$ cat src/rtl/retry_pkg.sv
// Shared helpers for the retry-budget controller: counter sizing, fault
// counter saturation value and ID-to-table-index slicing.
package retry_pkg;

  // Width of a per-ID retry counter able to hold 0..max_retries.
  function automatic int unsigned retry_cnt_width(input int unsigned max_retries);
    return $clog2(max_retries + 1);
  endfunction

  // All-ones saturation value for a counter of the given width.
  function automatic logic [31:0] fault_sat(input int unsigned width);
    return (width >= 32) ? 32'hFFFF_FFFF : ((32'd1 << width) - 32'd1);
  endfunction

  // Table index of an ID: everything below the parity/MSB bit.
  function automatic logic [31:0] idx_of(input logic [31:0] id, input int unsigned id_size);
    return id & ((32'd1 << (id_size - 1)) - 32'd1);
  endfunction

endpackage

$ cat src/rtl/retry_budget_table.sv
// Per-ID retry counter array. An accepted retry either increments or clears
// its entry; a completion clears its entry unless the retry hits the same one.
module retry_budget_table
  import retry_pkg::*;
#(
  parameter int unsigned Entries = 2,
  parameter int unsigned IdxW    = 1,
  parameter int unsigned CntW    = 2
) (
  input  logic            clk_i,
  input  logic            rst_i,
  input  logic            i_rt_en,
  input  logic            i_rt_inc,
  input  logic [IdxW-1:0] i_rt_idx,
  input  logic            i_done_en,
  input  logic [IdxW-1:0] i_done_idx,
  output logic [CntW-1:0] o_rt_cnt_c
);

  logic [CntW-1:0] r_cnt [Entries];

  // Current count of the entry addressed by the incoming retry.
  assign o_rt_cnt_c = r_cnt[i_rt_idx];

  // Counter updates; the retry port has priority over done on a shared entry.
  always_ff @(posedge clk_i) begin
    if (rst_i) begin
      for (int unsigned i = 0; i < Entries; i++) begin
        r_cnt[i] <= '0;
      end
    end else begin
      for (int unsigned i = 0; i < Entries; i++) begin
        if (i_rt_en && (i_rt_idx == IdxW'(i))) begin
          r_cnt[i] <= i_rt_inc ? (r_cnt[i] + CntW'(1)) : '0;
        end else if (i_done_en && (i_done_idx == IdxW'(i))) begin
          r_cnt[i] <= '0;
        end
      end
    end
  end

endmodule

$ cat src/rtl/retry_budget_ctrl.sv
// Retry-budget controller: forwards retries while an ID is within budget,
// drops and reports them once the budget is spent; completions release it.
module retry_budget_ctrl
  import retry_pkg::*;
#(
  parameter int unsigned IDSize        = 2,
  parameter int unsigned MaxRetries    = 3,
  parameter int unsigned FaultCntWidth = 8
) (
  input  logic                     clk_i,
  input  logic                     rst_i,
  input  logic [IDSize-1:0]        retry_id_i,
  input  logic                     retry_valid_i,
  output logic                     retry_ready_o,
  output logic [IDSize-1:0]        retry_id_o,
  output logic                     retry_valid_o,
  input  logic                     retry_ready_i,
  input  logic [IDSize-1:0]        done_id_i,
  input  logic                     done_valid_i,
  output logic                     fault_o,
  output logic [IDSize-1:0]        fault_id_o,
  output logic [FaultCntWidth-1:0] fault_count_o
);

  localparam int unsigned IdxW    = IDSize - 1;
  localparam int unsigned Entries = 1 << IdxW;
  localparam int unsigned CntW    = retry_cnt_width(MaxRetries);
  localparam logic [FaultCntWidth-1:0] FaultSat = FaultCntWidth'(fault_sat(FaultCntWidth));
  localparam logic [CntW-1:0]          CntMax   = CntW'(MaxRetries);

  logic                     r_out_valid;
  logic [IDSize-1:0]        r_out_id;
  logic                     r_fault;
  logic [IDSize-1:0]        r_fault_id;
  logic [FaultCntWidth-1:0] r_fault_cnt;

  logic            w_ready;
  logic            w_accept;
  logic            w_in_budget;
  logic            w_fwd;
  logic            w_drop;
  logic [IdxW-1:0] w_rt_idx;
  logic [IdxW-1:0] w_done_idx;
  logic [CntW-1:0] w_rt_cnt;

  // Accept and budget decision for the incoming retry.
  always_comb begin
    w_ready     = ~r_out_valid | retry_ready_i;
    w_accept    = retry_valid_i & w_ready;
    w_rt_idx    = IdxW'(idx_of(32'(retry_id_i), IDSize));
    w_done_idx  = IdxW'(idx_of(32'(done_id_i), IDSize));
    w_in_budget = (w_rt_cnt < CntMax);
    w_fwd       = w_accept & w_in_budget;
    w_drop      = w_accept & ~w_in_budget;
  end

  retry_budget_table #(
    .Entries (Entries),
    .IdxW    (IdxW),
    .CntW    (CntW)
  ) u_table (
    .clk_i      (clk_i),
    .rst_i      (rst_i),
    .i_rt_en    (w_accept),
    .i_rt_inc   (w_in_budget),
    .i_rt_idx   (w_rt_idx),
    .i_done_en  (done_valid_i),
    .i_done_idx (w_done_idx),
    .o_rt_cnt_c (w_rt_cnt)
  );

  // One-entry forwarding register, held while valid and not ready.
  always_ff @(posedge clk_i) begin
    if (rst_i) begin
      r_out_valid <= 1'b0;
      r_out_id    <= '0;
    end else if (w_fwd) begin
      r_out_valid <= 1'b1;
      r_out_id    <= retry_id_i;
    end else if (retry_ready_i) begin
      r_out_valid <= 1'b0;
    end
  end

  // Drop reporting: single-cycle pulse with ID and a saturating counter.
  always_ff @(posedge clk_i) begin
    if (rst_i) begin
      r_fault     <= 1'b0;
      r_fault_id  <= '0;
      r_fault_cnt <= '0;
    end else begin
      r_fault <= w_drop;
      if (w_drop) begin
        r_fault_id <= retry_id_i;
        if (r_fault_cnt != FaultSat) begin
          r_fault_cnt <= r_fault_cnt + FaultCntWidth'(1);
        end
      end
    end
  end

  assign retry_ready_o = w_ready;
  assign retry_valid_o = r_out_valid;
  assign retry_id_o    = r_out_id;
  assign fault_o       = r_fault;
  assign fault_id_o    = r_fault_id;
  assign fault_count_o = r_fault_cnt;

endmodule

$ cat config.mk
export PLATFORM = sky130hd
export DESIGN_NAME = retry_budget_ctrl
export DESIGN_NICKNAME = d
export VERILOG_FILES = /design/src/rtl/retry_pkg.sv /design/src/rtl/retry_budget_table.sv /design/src/rtl/retry_budget_ctrl.sv
export SDC_FILE = /design/constraint.sdc
export NUM_CORES = 1
export LEC_CHECK = 0
export ABC_AREA = 1
export CORE_MARGIN = 4
export CORE_UTILIZATION = 40
export CTS_CLUSTER_DIAMETER = 50
export DETAILED_ROUTE_END_ITERATION = 7
export GPL_ROUTABILITY_DRIVEN = 0
export PLACE_DENSITY = 0.79
export SKIP_CTS_REPAIR_TIMING = 1
export SYNTH_ARGS = -nofsm -noshare
export SYNTH_HDL_FRONTEND = slang
export SYNTH_SLANG_ARGS = --single-unit
$ cat constraint.sdc
create_clock -name clk_i -period 1.18 [get_ports clk_i]
set_input_delay 0.177 -clock clk_i [delete_from_list [all_inputs] [get_ports clk_i]]
set_output_delay 0.177 -clock clk_i [all_outputs]
set_load 0.005 [all_outputs]
==> results of run 1 <==
tightest hold or removal path, delay by kind of cell:
family	cells	cell delay, ns
and+or+nand+nor	2	0.11
buffers and inverters	2	0.34
cell usage in the layout (no fill, tap or decap), drive strengths merged:
master	Yosys	routed
o21ai	7	7
nand3b	1	1
a21oi	11	11
clkbuf	1	4
edfxtp	2	2
inv	17	17
nor3	2	2
buf	0	27
xor2	1	1
clkdlybuf4s50	0	6
nor2	18	18
nand3	12	12
nand2	46	46
dfxtp	16	16
xnor2	2	2
ha	1	1
dlymetal6s2s	0	15
o21bai	1	1
power breakdown:
part,switching (µW),internal [µW],total (µW)
Clock,196,132,328
Combinational,134,129,263
Sequential,48.5,662,711
registers in the layout, indices dropped and copies added (netlist names):
name / count
retry_valid_o: 1
u_table.r_cnt: 4
fault_o: 1
retry_id_o: 2
fault_count_o: 8
fault_id_o: 2
final timing paths:
| path | to | slack [ns] | startpoint | cells past startpoint |
|---|---|---|---|---|
| max reg2reg | fault_count_o[4] | -0.07 | u_table.r_cnt[0][0] | 6 |
| min | fault_id_o[0] | 0.36 | retry_id_i[0] | 4 |
| max | fault_count_o[4] | -0.11 | retry_ready_i | 9 |
| min reg2reg | fault_id_o[0] | 0.48 | fault_id_o[0] | 2 |
stage by stage:
stage,TNS (ns),cell area (µm²)
2_1_floorplan,0,962
3_3_place_gp,-4.69,1360
3_5_place_dp,-5.62,1360
4_1_cts,-3.62,1380
5_1_grt,-1.25,1600
6_report,-0.561,1600
metal layers:
layer	vias to the layer above	GRT usage	part of all wire
li1	540	-	-
met1	502	0.194	0.41
met2	22	0.271	0.55
met3	3	0.0253	0.035
met4	0	0.0497	0.0078
met5	-	0	0
cells by family after synthesis:
group                    share of synthesized area
AO/OA/AOI/OAI                                0.102
XOR/XNOR                                    0.0275
adder cells (fa/ha/maj)                     0.0131
buffers and inverters                       0.0708
flip-flops                                   0.398
AND/OR/NAND/NOR                              0.388
cell type report:
class / instances / area share
well taps: 28 / 0.0219
clock buffers: 4 / 0.0165
repair buffers: 48 / 0.284
inverters: 17 / 0.0400
multi-input cells: 102 / 0.382
flip-flops and latches: 18 / 0.255
==> flow_summary.json, run 1 <==
{
  "peakVddDrop_uv": 745,
  "core_area_um2": 2230,
  "worst_ep_arrival_time_ns": 1.52,
  "globalRouteTotalUtil": 0.156,
  "grt_pass1_vias": 990,
  "final.period_utilization": 1.09,
  "worst-path-max-fanout": 7,
  "cts.sinks": 18,
  "place_ws_ns": -0.340,
  "antenna_left": 0,
  "critPathMaxStageDelay_ns": 0.49,
  "cts.path.max_buffers": 2,
  "drive_above_1_share": 0.392,
  "pin_count_of_the_biggest_net_entering_global_routing": 11,
  "failed_checks": "setup timing",
  "power_density_nw_per_um2": 815,
  "fin_ws_ns": -0.110,
  "worstPathRequired_ns": 1.41,
  "floorplan.die_area_um2": 3230,
  "tritoncts": "yes",
  "ys_top_cells_by_count": "43 x nand2_1, 16 x dfxtp_1, 16 x inv_1, 16 x nor2_1, 11 x a21oi_1",
  "cts_root_buf": "clkbuf_4",
  "drtPass1Iterations": 2,
  "antenna-diode-count": 0,
  "timing_worst_slew_pin_value_ns": 0.246,
  "clock_latency_of_the_later_clocked_register_in_the_worst_skew_pair_ns": 0.30,
  "worst_slew_margin_rel": 0.836,
  "number_of_vias_per_cell": 4.92,
  "path_class": "primary input to register",
  "number_of_antenna_violations_at_the_first_check_in_global_routing": 0,
  "avgRoutedWirePerCell_um": 12.4,
  "cp-start-kind": "primary input",
  "layoutNonFillerInstCount": 217,
  "regArea_um2": 407,
  "drt_first_iter_violations": 4,
  "fp.dieH_um": 56.9,
  "clock_tree.htree_level_count": 1,
  "timing_hold_violations_final": 0,
  "total_power_uw": 1300,
  "post-synth-top-area-cell": "dfxtp_1",
  "ys_warn_count": 0,
  "portBuffers": 22,
  "setup_viol": 8,
  "critical_path.cell_chain": "clkdlybuf4s50_1 > inv_2 > nand2_4 > nand2_2 > inv_2 > nand2_4 > nor2_4 > nand2_1 > a21oi_2",
  "global_route_congestion_overflow_total": 0,
  "syn_inst": 138,
  "totalWireLength_um": 2700,
  "yosys_most_used_dff": "dfxtp_1",
  "cp_top_family": "buffers and inverters",
  "power_leakage_uw": 0.000921,
  "netlist.area_leader.share": 0.336,
  "start_util": 0.427,
  "areaGrowthSynthToFinish_pct": 67.2,
  "fin_nets": 200,
  "period_minus_slack_ns": 1.29,
  "avgSynthCellArea_um2": 6.92,
  "async_flop_share": 0,
  "x_dimension_of_the_die_um": 56.9,
  "min_path_type": "primary input to register",
  "worst_hold_slack_after_final_layout_ns": 0.363,
  "netlist-cell-type-count": 22,
  "mappedNetlistArea_um2": 955,
  "synth_edf_count": 2,
  "grt_first_pass_wirelength_um": 4060,
  "final_core_utilization": 0.715,
  "detail_route.drc_violations": 0,
  "run_status": "complete, but fails checks",
  "multiInputGateArea_um2": 611,
  "ys_top_cells_by_area": "dfxtp_1 34%, nand2_1 17%, edfxtp_1 6.3%, inv_1 6.3%, nor2_1 6.3%",
  "endpoint_kind": "register",
  "drv.max_cap_violation_count": 0,
  "ios": 24,
  "floorplan.rows": 17,
  "synth.most_common_cell": "nand2_1",
  "timing_max_transition_violations_final": 0,
  "fin_skew_ns": 0.0100,
  "post-place-cells": 206,
  "grt_setup_unrepaired": "true",
  "via_count": 1067,
  "worstPathBufferInverterCount": 3,
  "cts.clk_slew.worst_paths_ns": 0.10,
  "detailed_place_hpwl_um": 1860,
  "ys_seq_area_frac": 0.398,
  "synth_seq_cells": 18,
  "cts_buffers": 3,
  "syn-num-nets": 148,
  "crit_slowest_cell": "clkdlybuf4s50_1",
  "achievable-frequency_mhz": 775,
  "fillCellCount": 173
}
Note: power is estimated with default switching activity, not from simulation.
==> run 2: changes to the inputs <==
--- a/config.mk
+++ b/config.mk
@@ -11,7 +11,7 @@
 export CTS_CLUSTER_DIAMETER = 50
 export DETAILED_ROUTE_END_ITERATION = 7
 export GPL_ROUTABILITY_DRIVEN = 0
-export PLACE_DENSITY = 0.79
+export PLACE_DENSITY = 0.7
 export SKIP_CTS_REPAIR_TIMING = 1
 export SYNTH_ARGS = -nofsm -noshare
 export SYNTH_HDL_FRONTEND = slang
==> run 2 against run 1 <==
  * The flow still finishes with violations (setup timing)
  * Largest cell class unchanged
  * Flip-flop and latch count did not move
  * Critical path type is now register to register
  * Die area did not move
  * Clock power rose by 16%
  * Highest routed layer unchanged
  * Combinational power barely moved
  * Critical path depth fell by 1
  * Worst setup slack improved by 0.072 ns
  * Register-to-register slack improved by 0.03 ns
  * Fmax rose by 5.9%
==> flow_summary.json, run 2 (same netlist as run 1, synthesis figures left out) <==
{
  "run_status": "complete, but fails checks",
  "failed_checks": "setup timing",
  "start_util": 0.427,
  "setup_viol": 7,
  "floorplan.die_area_um2": 3230,
  "critPathMaxStageDelay_ns": 0.36,
  "grt_setup_unrepaired": "true",
  "detail_route.drc_violations": 0,
  "drv.max_cap_violation_count": 0,
  "number_of_antenna_violations_at_the_first_check_in_global_routing": 0,
  "drive_above_1_share": 0.397,
  "avgRoutedWirePerCell_um": 12.3,
  "ios": 24,
  "x_dimension_of_the_die_um": 56.9,
  "antenna_left": 0,
  "cp-start-kind": "register",
  "fin_ws_ns": -0.0382,
  "global_route_congestion_overflow_total": 0,
  "clock_latency_of_the_later_clocked_register_in_the_worst_skew_pair_ns": 0.29,
  "antenna-diode-count": 0,
  "timing_hold_violations_final": 0,
  "globalRouteTotalUtil": 0.155,
  "worstPathRequired_ns": 1.41,
  "crit_slowest_cell": "dfxtp_4",
  "path_class": "register to register",
  "power_density_nw_per_um2": 833,
  "fin_tns_setup_ns": -0.154,
  "detailed_place_hpwl_um": 1870,
  "final_common_cell": "nand2_1",
  "min_path_type": "primary input to register",
  "worst_slew_margin_rel": 0.789,
  "peakVddDrop_uv": 548,
  "largest_reg_flops": 8,
  "number_of_vias_per_cell": 4.94,
  "floorplan.rows": 17,
  "clock_tree.htree_level_count": 1,
  "portBuffers": 22,
  "cts_root_buf": "clkbuf_4",
  "worst-path-max-fanout": 7,
  "final_core_utilization": 0.727,
  "cts_buffers": 3,
  "fin_nets": 200,
  "tritoncts": "yes",
  "timing_max_transition_violations_final": 0,
  "cts.path.max_buffers": 2,
  "grt_pass1_vias": 1021,
  "fp.dieH_um": 56.9,
  "endpoint_kind": "register",
  "drtPass1Iterations": 4,
  "cts.sinks": 18,
  "crit_path_frequent_cell": "nand2_2",
  "drt_first_iter_violations": 26,
  "fin_skew_ns": 0.000968,
  "core_area_um2": 2230,
  "final.period_utilization": 1.03,
  "period_minus_slack_ns": 1.22,
  "pin_count_of_the_biggest_net_entering_global_routing": 11,
  "timing_worst_slew_pin_value_ns": 0.313,
  "areaGrowthSynthToFinish_pct": 70.1,
  "worst_ep_arrival_time_ns": 1.45,
  "achievable-frequency_mhz": 821,
  "totalWireLength_um": 2670,
  "layout_common_cells": "36 x nand2_1, 24 x buf_4, 17 x dlymetal6s2s_1",
  "grt_first_pass_wirelength_um": 4060,
  "power_leakage_uw": 0.000939,
  "critical_path.cell_chain": "buf_4 > nand2_2 > inv_1 > nand2_1 > nor2_2 > nor2_4 > nand2_2 > a21oi_2",
  "via_count": 1071,
  "cts.clk_slew.worst_paths_ns": 0.10
}
[run 2: cell type report]
class | instances | area (µm²)
Fill cell | 176 | 609
Inverter | 17 | 66.3
Timing Repair Buffer | 48 | 465
Multi-Input combinational cell | 102 | 608
Tap cell | 28 | 35.0
Sequential cell | 18 | 413
Clock buffer | 4 | 36.3
[run 2: path summary, 6_finish.rpt]
path                         start                to  slack (ns)  cells after the start
setup reg to reg  fault_count_o[4]  fault_count_o[6]       -0.04                      8
hold / removal       retry_id_i[0]     fault_id_o[0]        0.34                      4
hold reg to reg      fault_id_o[0]     fault_id_o[0]        0.47                      2
setup / recovery  fault_count_o[4]  fault_count_o[6]       -0.04                      8
[run 2: report_power, final]
part	switching (µW)	total [µW]	internal, µW
logic	131	263	133
clock network	191	379	188
registers	51.6	710	658
total	373	1350	979
[run 2: per-stage QoR]
step	area (µm²)	hold WS, ns	worst slack, ns	std cells	total power (µW)
finish	1620	0.343	-0.0382	217	1350
detailed placement	1330	0.465	-0.371	203	956
CTS	1370	0.481	-0.292	207	1330
floorplan	962	0.261	0.0334	138	838
global placement	1330	0.454	-0.319	203	944
global route	1620	0.356	-0.137	217	1420
[run 2: per-layer routing]
layer  global-route usage  part of all wire  vias up
met4               0.0629             0.019        0
met2                0.294              0.52       30
met1                0.164              0.42      492
met5                    0                 0        -
li1                     -                 -      540
met3               0.0299             0.039        9
[run 2: critical path, delay by kind of cell, from the launching register on]
kind                   cells  cell delay, ns
AND/OR/NAND/NOR            5            0.46
flip-flops                 1            0.36
buffers and inverters      2            0.19
AO/OA/AOI/OAI              1            0.13
